$ cat src/rtl/fc_pkg.sv
// Shared definitions for the fully-connected accumulate/activate datapath.
package fc_pkg;

  typedef enum logic [0:0] {
    ACCUM = 1'b0,
    HOLD  = 1'b1
  } state_e;

  localparam int INT8_MAX = 127;

endpackage

$ cat src/rtl/relu_q8.sv
// ReLU, arithmetic right shift and saturation of a signed accumulator to an 8-bit activation.
module relu_q8
  import fc_pkg::*;
#(
  parameter int ACC_W = 24,
  parameter int SHIFT = 4
) (
  input  logic signed [ACC_W-1:0] acc,
  output logic signed [7:0]       value,
  output logic                    sat
);

  localparam logic signed [ACC_W-1:0] R_MAX = ACC_W'(INT8_MAX);

  logic signed [ACC_W-1:0] pos;
  logic signed [ACC_W-1:0] r;

  // Negative sums clamp to zero before shifting, so r is never negative.
  always_comb begin
    pos   = acc[ACC_W-1] ? '0 : acc;
    r     = pos >>> SHIFT;
    sat   = (r > R_MAX);
    value = sat ? 8'(INT8_MAX) : r[7:0];
  end

endmodule

$ cat src/rtl/fc_acc_relu.sv
// Accumulates N_IN signed products per neuron, then holds the ReLU/requantized result
// until the downstream stage takes it.
module fc_acc_relu
  import fc_pkg::*;
#(
  parameter int N_IN  = 16,
  parameter int SHIFT = 4,
  parameter int ACC_W = 24
) (
  input  logic                    clk,
  input  logic                    rst,
  input  logic                    clr,
  input  logic                    in_valid,
  output logic                    in_ready,
  input  logic signed [15:0]      in_prod,
  output logic                    out_valid,
  input  logic                    out_ready,
  output logic signed [7:0]       out_data,
  output logic signed [ACC_W-1:0] out_acc,
  output logic                    out_sat
);

  localparam int                CNT_W    = $clog2(N_IN);
  localparam logic [CNT_W-1:0]  CNT_LAST = CNT_W'(N_IN - 1);

  if (ACC_W < 16 + $clog2(N_IN)) begin : g_acc_w_check
    $error("fc_acc_relu: ACC_W too narrow for N_IN products");
  end

  state_e                  state_q, state_d;
  logic signed [ACC_W-1:0] acc_q, acc_d;
  logic [CNT_W-1:0]        cnt_q, cnt_d;
  logic signed [7:0]       out_data_q, out_data_d;
  logic signed [ACC_W-1:0] out_acc_q, out_acc_d;
  logic                    out_sat_q, out_sat_d;

  logic signed [ACC_W-1:0] prod_ext;
  logic signed [ACC_W-1:0] sum;
  logic signed [7:0]       relu_value;
  logic                    relu_sat;

  assign prod_ext = {{(ACC_W-16){in_prod[15]}}, in_prod};
  assign sum      = acc_q + prod_ext;

  relu_q8 #(
    .ACC_W (ACC_W),
    .SHIFT (SHIFT)
  ) u_relu_q8 (
    .acc   (sum),
    .value (relu_value),
    .sat   (relu_sat)
  );

  assign in_ready  = (state_q == ACCUM);
  assign out_valid = (state_q == HOLD);
  assign out_data  = out_data_q;
  assign out_acc   = out_acc_q;
  assign out_sat   = out_sat_q;

  // clr wins over a same-cycle product but only while accumulating.
  always_comb begin
    state_d    = state_q;
    acc_d      = acc_q;
    cnt_d      = cnt_q;
    out_data_d = out_data_q;
    out_acc_d  = out_acc_q;
    out_sat_d  = out_sat_q;
    case (state_q)
      ACCUM: begin
        if (clr) begin
          acc_d = '0;
          cnt_d = '0;
        end else if (in_valid) begin
          if (cnt_q == CNT_LAST) begin
            out_acc_d  = sum;
            out_data_d = relu_value;
            out_sat_d  = relu_sat;
            acc_d      = '0;
            cnt_d      = '0;
            state_d    = HOLD;
          end else begin
            acc_d = sum;
            cnt_d = cnt_q + CNT_W'(1);
          end
        end
      end
      HOLD: begin
        if (out_ready) begin
          state_d = ACCUM;
        end
      end
      default: state_d = ACCUM;
    endcase
  end

  always_ff @(posedge clk or posedge rst) begin
    if (rst) begin
      state_q    <= ACCUM;
      acc_q      <= '0;
      cnt_q      <= '0;
      out_data_q <= '0;
      out_acc_q  <= '0;
      out_sat_q  <= 1'b0;
    end else begin
      state_q    <= state_d;
      acc_q      <= acc_d;
      cnt_q      <= cnt_d;
      out_data_q <= out_data_d;
      out_acc_q  <= out_acc_d;
      out_sat_q  <= out_sat_d;
    end
  end

endmodule

$ cat config.mk
export PLATFORM = sky130hd
export DESIGN_NAME = fc_acc_relu
export DESIGN_NICKNAME = d
export VERILOG_FILES = /design/src/rtl/fc_pkg.sv /design/src/rtl/relu_q8.sv /design/src/rtl/fc_acc_relu.sv
export SDC_FILE = /design/constraint.sdc
export NUM_CORES = 1
export LEC_CHECK = 0
export ABC_AREA = 1
export CAP_MARGIN = 20
export CORE_MARGIN = 3
export CORE_UTILIZATION = 35
export CTS_CLUSTER_SIZE = 8
export DETAILED_ROUTE_END_ITERATION = 12
export PLACE_DENSITY = 0.59
export REMOVE_ABC_BUFFERS = 1
export SKIP_LAST_GASP = 1
export SLEW_MARGIN = 0
export SYNTH_ARGS = -nofsm -noshare
export SYNTH_HDL_FRONTEND = slang
export SYNTH_SLANG_ARGS = --single-unit
$ cat constraint.sdc
create_clock -name clk -period 2.3 [get_ports clk]
set_input_delay 0.46 -clock clk [delete_from_list [all_inputs] [get_ports clk]]
set_output_delay 0.46 -clock clk [all_outputs]
set_load 0.05 [all_outputs]
==> results of run 1 <==
==> flip-flops by register name (all words and copies together) (netlist names) <==
name and cells:
acc_q 24, out_acc 24, out_data 8, cnt_q 4, out_sat 1, out_valid 1
==> what timing repair did <==
action / 4_1_cts / 5_1_grt
pin swaps: 14 / 27
hold buffers: 0 / 0
setup endpoints to repair: 22 / 12
gates resized for setup: 61 / 63
buffers inserted: 8 / 4
endpoints found under the hold margin: 0 / 0
gates cloned: 0 / 0
==> where the power goes <==
part | switching [mW] | internal (mW)
clock network | 0.491 | 0.785
logic | 0.838 | 0.725
registers | 0.0739 | 1.17
total | 1.40 | 2.68
==> Yosys cell counts <==
library cell | count | share of area
nand3_1 | 38 | 0.048
a31oi_1 | 1 | 0.0016
clkbuf_1 | 8 | 0.0075
nor2_2 | 6 | 0.0094
buf_1 | 1 | 0.00094
a21oi_2 | 3 | 0.0066
nand3_2 | 2 | 0.0050
buf_2 | 3 | 0.0038
inv_1 | 67 | 0.063
nand4_1 | 7 | 0.011
nand3b_1 | 1 | 0.0019
fa_1 | 1 | 0.0050
o22ai_1 | 2 | 0.0031
nand2_4 | 1 | 0.0028
nor2_1 | 32 | 0.030
ha_1 | 24 | 0.075
xor2_1 | 8 | 0.018
nand2_2 | 9 | 0.014
o21ai_0 | 37 | 0.046
o21bai_1 | 1 | 0.0019
nor3_1 | 1 | 0.0013
xnor2_1 | 2 | 0.0044
dfrtp_1 | 62 | 0.39
a21oi_1 | 19 | 0.024
nor2b_1 | 1 | 0.0016
o31ai_1 | 1 | 0.0019
nand2_1 | 197 | 0.18
clkinv_2 | 1 | 0.0013
nand3b_2 | 1 | 0.0028
inv_2 | 5 | 0.0047
nor4_1 | 1 | 0.0016
a32o_1 | 12 | 0.030
==> final timing paths <==
kind	from	end	slack [ns]	depth (start not counted)
max	in_prod[14]	out_data[0]	-0.008	15
min	out_acc[0]	out_acc[0]	0.47	2
max reg2reg	acc_q[0]	out_data[0]	0.03	17
min reg2reg	out_acc[0]	out_acc[0]	0.47	2
max in group asynchronous	rst	cnt_q[1]	1.52	3
min in group asynchronous	rst	acc_q[23]	0.50	3
==> logic make-up (layout without fill, tap and decap cells) <==
| group | Yosys count | after routing | synth area share |
|---|---|---|---|
| simple gates | 297 | 297 | 0.314 |
| buf+inv | 85 | 226 | 0.0810 |
| compound gates | 76 | 76 | 0.115 |
| flops | 62 | 62 | 0.388 |
| fa+ha+maj | 25 | 25 | 0.0801 |
| xor+xnor | 10 | 10 | 0.0219 |
==> critical path: cells and delay by family <==
family,cells,cell delay [ns]
buffers and inverters,2,0.54
adder cells (fa/ha/maj),1,0.32
AND/OR/NAND/NOR,12,1.20
==> metal layers <==
layer / GRT usage / vias up / routed length (um)
li1: - / 2066 / -
met1: 0.266 / 1958 / 5610
met2: 0.337 / 77 / 6090
met3: 0.0455 / 24 / 521
met4: 0.0761 / 0 / 310
met5: 0 / - / 0
==> through the flow <==
stage           util  hold slack (ns)  instance area [sq um]  TNS [ns]  setup WS, ns
6_report       0.556            0.473                   6110  -0.00811      -0.00811
5_1_grt        0.556            0.495                   6110    -0.952        -0.121
4_1_cts        0.533            0.479                   5860    -0.381       -0.0593
3_5_place_dp   0.476            0.465                   5230    -17.73        -0.784
3_3_place_gp   0.476            0.460                   5230    -17.15        -0.790
2_1_floorplan      -            0.460                   3950     -5.17        -0.252
==> final cells by class <==
type	count	area [sq um]
clock buffers	13	260
well taps	140	175
flip-flops and latches	62	1550
multi-input cells	408	2640
repair buffers	137	1190
inverters	73	278
fillers	1036	4870
clock inverters	3	18.8
==> impl_metrics.tcl, run 1 <==
set metrics [dict create \
    cp.required_ns 2.53 \
    drv_cap 0 \
    yosys_warnings 0 \
    setup_viol 1 \
    grt_start_max_net_pins 63 \
    drt_iter0_markers 194 \
    postSynthCellCount 555 \
    pin_count 56 \
    maxSlewHeadroom 0.657 \
    hold_viol_final 0 \
    grt_pass1_wl_mm 20.7 \
    die_h_um 113 \
    final_cell_mix "nand2_1, buf_4, dfrtp_1" \
    cts_tree "built" \
    rsz0062_at_grt "true" \
    cts_buffers 9 \
    dr.pass1.iters 4 \
    final_common_cell "nand2_1" \
    fin_cells 836 \
    synthDistinctLibCells 32 \
    max_stage_delay_ns 0.45 \
    initial_utilization 0.364 \
    path_class "input port to flip-flop" \
    wl_per_cell_um 15.0 \
    dp_cells 808 \
    ys_seq_elements 62 \
    cp-start-kind "input port" \
    clk_pin_slew_ns 0.05 \
    crit_path_end_kind "flip-flop" \
    rows 38 \
    powerDensity_mw_per_mm2 667 \
    period_minus_slack_ns 2.31 \
    syn_area_sq_mm 0.00400 \
    syn_area_per_cell_sq_um 7.21 \
    final_max_slew_viol_count 0 \
    diodes 0 \
    area_delta_synth_final_pct 52.8 \
    path_cells "clkdlybuf4s50_1 -> ha_4 -> nand2_2 -> nor2_2 -> inv_1 -> nor2_2 -> nand4_1 -> nand3_1 -> nand2_1 -> nand2_2 -> nand2_1 -> nor2_1 -> nand2_2 -> nand2_8 -> nand2_1" \
    status "finished, violations left" \
    timing.final.ws_setup_ns -0.00811 \
    cts_root_buffer "clkbuf_16" \
    htreeDepth 3 \
    drc 0 \
    violations "setup timing" \
    cp.arrival_ns 2.54 \
    finalPower_mw 4.08 \
    drive_gt1_frac 0.303 \
    slowest_stage "clkdlybuf4s50_1" \
    fp.dieW_um 113 \
    avgViaCountPerCell 4.93 \
    die_area_sq_mm 0.0127 \
    antenna_found_initial 0 \
    final_nets 737 \
    grt_pass1_vias 4084 \
    crit_fanout 8 \
    skew_ns 0.00701 \
    clockBufferDepth 2 \
    synth-seq-area-share 0.388 \
    clk_latency_ns 0.35 \
    grt_overflow 0 \
    gp_congestion 0.919 \
    fin_crit_sh 1.00 \
    fmax_ghz 0.433 \
    grt_usage 0.205 \
    power_leakage_nw 3.13 \
    worst_pin_slew_ns 0.513 \
    finalWirelength_mm 12.5 \
    min_path_type "flip-flop to flip-flop" \
    design.core.area_sq_mm 0.0110 \
    ir_drop_mv 0.386 \
    port_buffers 55 \
    cts.sinks 62 \
    antenna_left 0 \
    num_vias 4125 \
    hpwl_mm 9.23 \
]
Power figures use the tool's default switching activity.
==> run 2, diff against run 1 <==
--- a/config.mk
+++ b/config.mk
@@ -8,10 +8,9 @@
 export ABC_AREA = 1
 export CAP_MARGIN = 20
 export CORE_MARGIN = 3
-export CORE_UTILIZATION = 35
-export CTS_CLUSTER_SIZE = 8
+export CORE_UTILIZATION = 30
 export DETAILED_ROUTE_END_ITERATION = 12
-export PLACE_DENSITY = 0.59
+export PLACE_DENSITY = 0.53
 export REMOVE_ABC_BUFFERS = 1
 export SKIP_LAST_GASP = 1
 export SLEW_MARGIN = 0
==> run 2 against run 1 <==
  * The run now ends clean
  * Clock power increased by 16%
  * Sequential share of layout area decreased by 0.35 points
  * Total power increased by 6.1%
  * Maximum frequency is 2.8% higher
  * Non-clock buffer count rose by 8
  * Largest power group unchanged
  * Sequential power hardly changed
  * Core utilization decreased by 7.3 points
  * Worst hold slack about the same
==> impl_metrics.tcl, run 2 (same netlist as run 1, synthesis figures left out) <==
set metrics [dict create \
    status "complete, no violations" \
    cp.required_ns 2.52 \
    grt_pass1_wl_mm 21.0 \
    r2r-end "out_data[2]" \
    grt_usage 0.183 \
    final_max_slew_viol_count 0 \
    pin_count 56 \
    clk_pin_slew_ns 0.05 \
    worstHoldStart "out_acc[2]" \
    cts_root_buffer "clkbuf_16" \
    fillers 1311 \
    drc 0 \
    maxSlewHeadroom 0.658 \
    hold_buffers 0 \
    htreeDepth 3 \
    port_buffers 55 \
    design.core.area_sq_mm 0.0128 \
    diodes 0 \
    tns_ns 0 \
    fin_crit_sh 0.976 \
    die_h_um 121 \
    cts_tree "built" \
    min_path_cells 2 \
    worstHoldEndpoint "out_acc[2]" \
    setup_viol 0 \
    initial_utilization 0.312 \
    path_class "flip-flop to flip-flop" \
    period_minus_slack_ns 2.25 \
    rows 41 \
    clk_latency_ns 0.34 \
    power_leakage_nw 3.17 \
    rsz0062_at_grt "true" \
    dr.pass1.iters 5 \
    skew_ns 0.00611 \
    final_nets 745 \
    r2r_start "acc_q[0]" \
    hold_ws_ns 0.473 \
    reg2regPathDepth 17 \
    area_delta_synth_final_pct 54.9 \
    min_path_type "flip-flop to flip-flop" \
    worst_pin_slew_ns 0.512 \
    max_stage_delay_ns 0.36 \
    slowest_stage "fa_2" \
    drt_iter0_markers 248 \
    die_area_sq_mm 0.0148 \
    antenna_left 0 \
    fp.dieW_um 121 \
    multi_input_area_sq_mm 0.00259 \
    cts_buffers 9 \
    ff2ff_setup_slack_ns 0.05 \
    cp.arrival_ns 2.47 \
    crit_family "simple AND/OR/NAND/NOR gates" \
    final_common_cell "nand2_1" \
    path_cells "ha_2 -> inv_2 -> fa_2 -> inv_2 -> nand3_2 -> nand2_4 -> nand2_2 -> nand2_2 -> nand3_2 -> nand3_2 -> nand2_1 -> nor2_1 -> nand2_1 -> nor2_2 -> nand2_2 -> nand2_4 -> nand2_1" \
    cts.sinks 62 \
    gp_congestion 0.868 \
    crit_fanout 8 \
    drv_cap 0 \
    fmax_ghz 0.445 \
    drive_gt1_frac 0.315 \
    crit_buf_inv 2 \
    wl_per_cell_um 14.9 \
    clockBufferDepth 2 \
    seq_area_sq_mm 0.00155 \
    finalWirelength_mm 13.0 \
    finalPower_mw 4.33 \
    grt_start_max_net_pins 63 \
    num_vias 4091 \
    antenna_found_initial 0 \
    grt_pass1_vias 4040 \
    grt_overflow 0 \
    crit_path_end_kind "flip-flop" \
    hpwl_mm 9.58 \
    hold_viol_final 0 \
    ir_drop_mv 0.482 \
    cp-start-kind "flip-flop" \
    avgViaCountPerCell 4.67 \
    final_cell_mix "nand2_1, buf_4, inv_1, dfrtp_1, nand2_2" \
    powerDensity_mw_per_mm2 698 \
]
run 2: changes by cell type in the layout (fill, tap and decap cells not counted), moves of 4 or more:
cell	before	now
dlygate4sd2_1	7	11
nand2_1	165	161
nor2_4	6	1
nor2_2	8	13
buf_4	80	88
nand2_2	39	43
run 2: final cells by class:
cell class                      instances  area share
Tap cell                              172      0.0347
Timing Repair Buffer                  145       0.200
Inverter                               73      0.0448
Multi-Input combinational cell        408       0.419
Sequential cell                        62       0.250
Clock buffer                           12      0.0398
Clock inverter                          4      0.0113
run 2: per-stage QoR:
stage	cells	util	cell area (sq um)	setup slack (ns)
2_1_floorplan	543	-	3950	-0.252
3_3_place_gp	847	0.415	5320	-0.666
3_5_place_dp	847	0.415	5320	-0.680
4_1_cts	868	0.466	5980	-0.0305
5_1_grt	876	0.483	6200	-0.0787
6_report	876	0.483	6200	0.0543
run 2: tightest hold or removal path, stage by stage (launching register included):
cell and delay (ns):
dfrtp_1 0.34, nand2_1 0.05, nand2_1 0.04
run 2: power by group:
part | leakage, nW | switching, mW | internal, mW
Sequential | 0.843 | 0.0704 | 1.16
Clock | 0.157 | 0.505 | 0.975
Combinational | 2.17 | 0.853 | 0.758
Total | 3.17 | 1.43 | 2.90
run 2: layer usage:
| layer | share of wire | up-vias | track usage |
|---|---|---|---|
| li1 | - | 2077 | - |
| met1 | 0.47 | 1932 | 0.251 |
| met2 | 0.48 | 74 | 0.294 |
| met3 | 0.041 | 8 | 0.0448 |
| met4 | 0.0076 | 0 | 0.0371 |
| met5 | 0 | - | 0 |
run 2: worst max-delay path by stage:
stage	start	endpoint	slack [ns]	cells after the start
6_report	acc_q[0]	out_data[2]	0.05	17
5_1_grt	acc_q[0]	out_data[2]	-0.08	17
4_1_cts	acc_q[0]	out_data[2]	-0.03	17
3_5_place_dp	in_prod[0]	out_data[1]	-0.68	18
3_3_place_gp	in_prod[0]	out_data[2]	-0.67	18
2_1_floorplan	out_valid	out_data[0]	-0.25	10
run 2: repair_timing:
action                     in CTS  in global routing
setup buffers                   5                  8
pin swaps                      24                 23
resized for setup              66                 53
setup endpoints to repair      23                 16
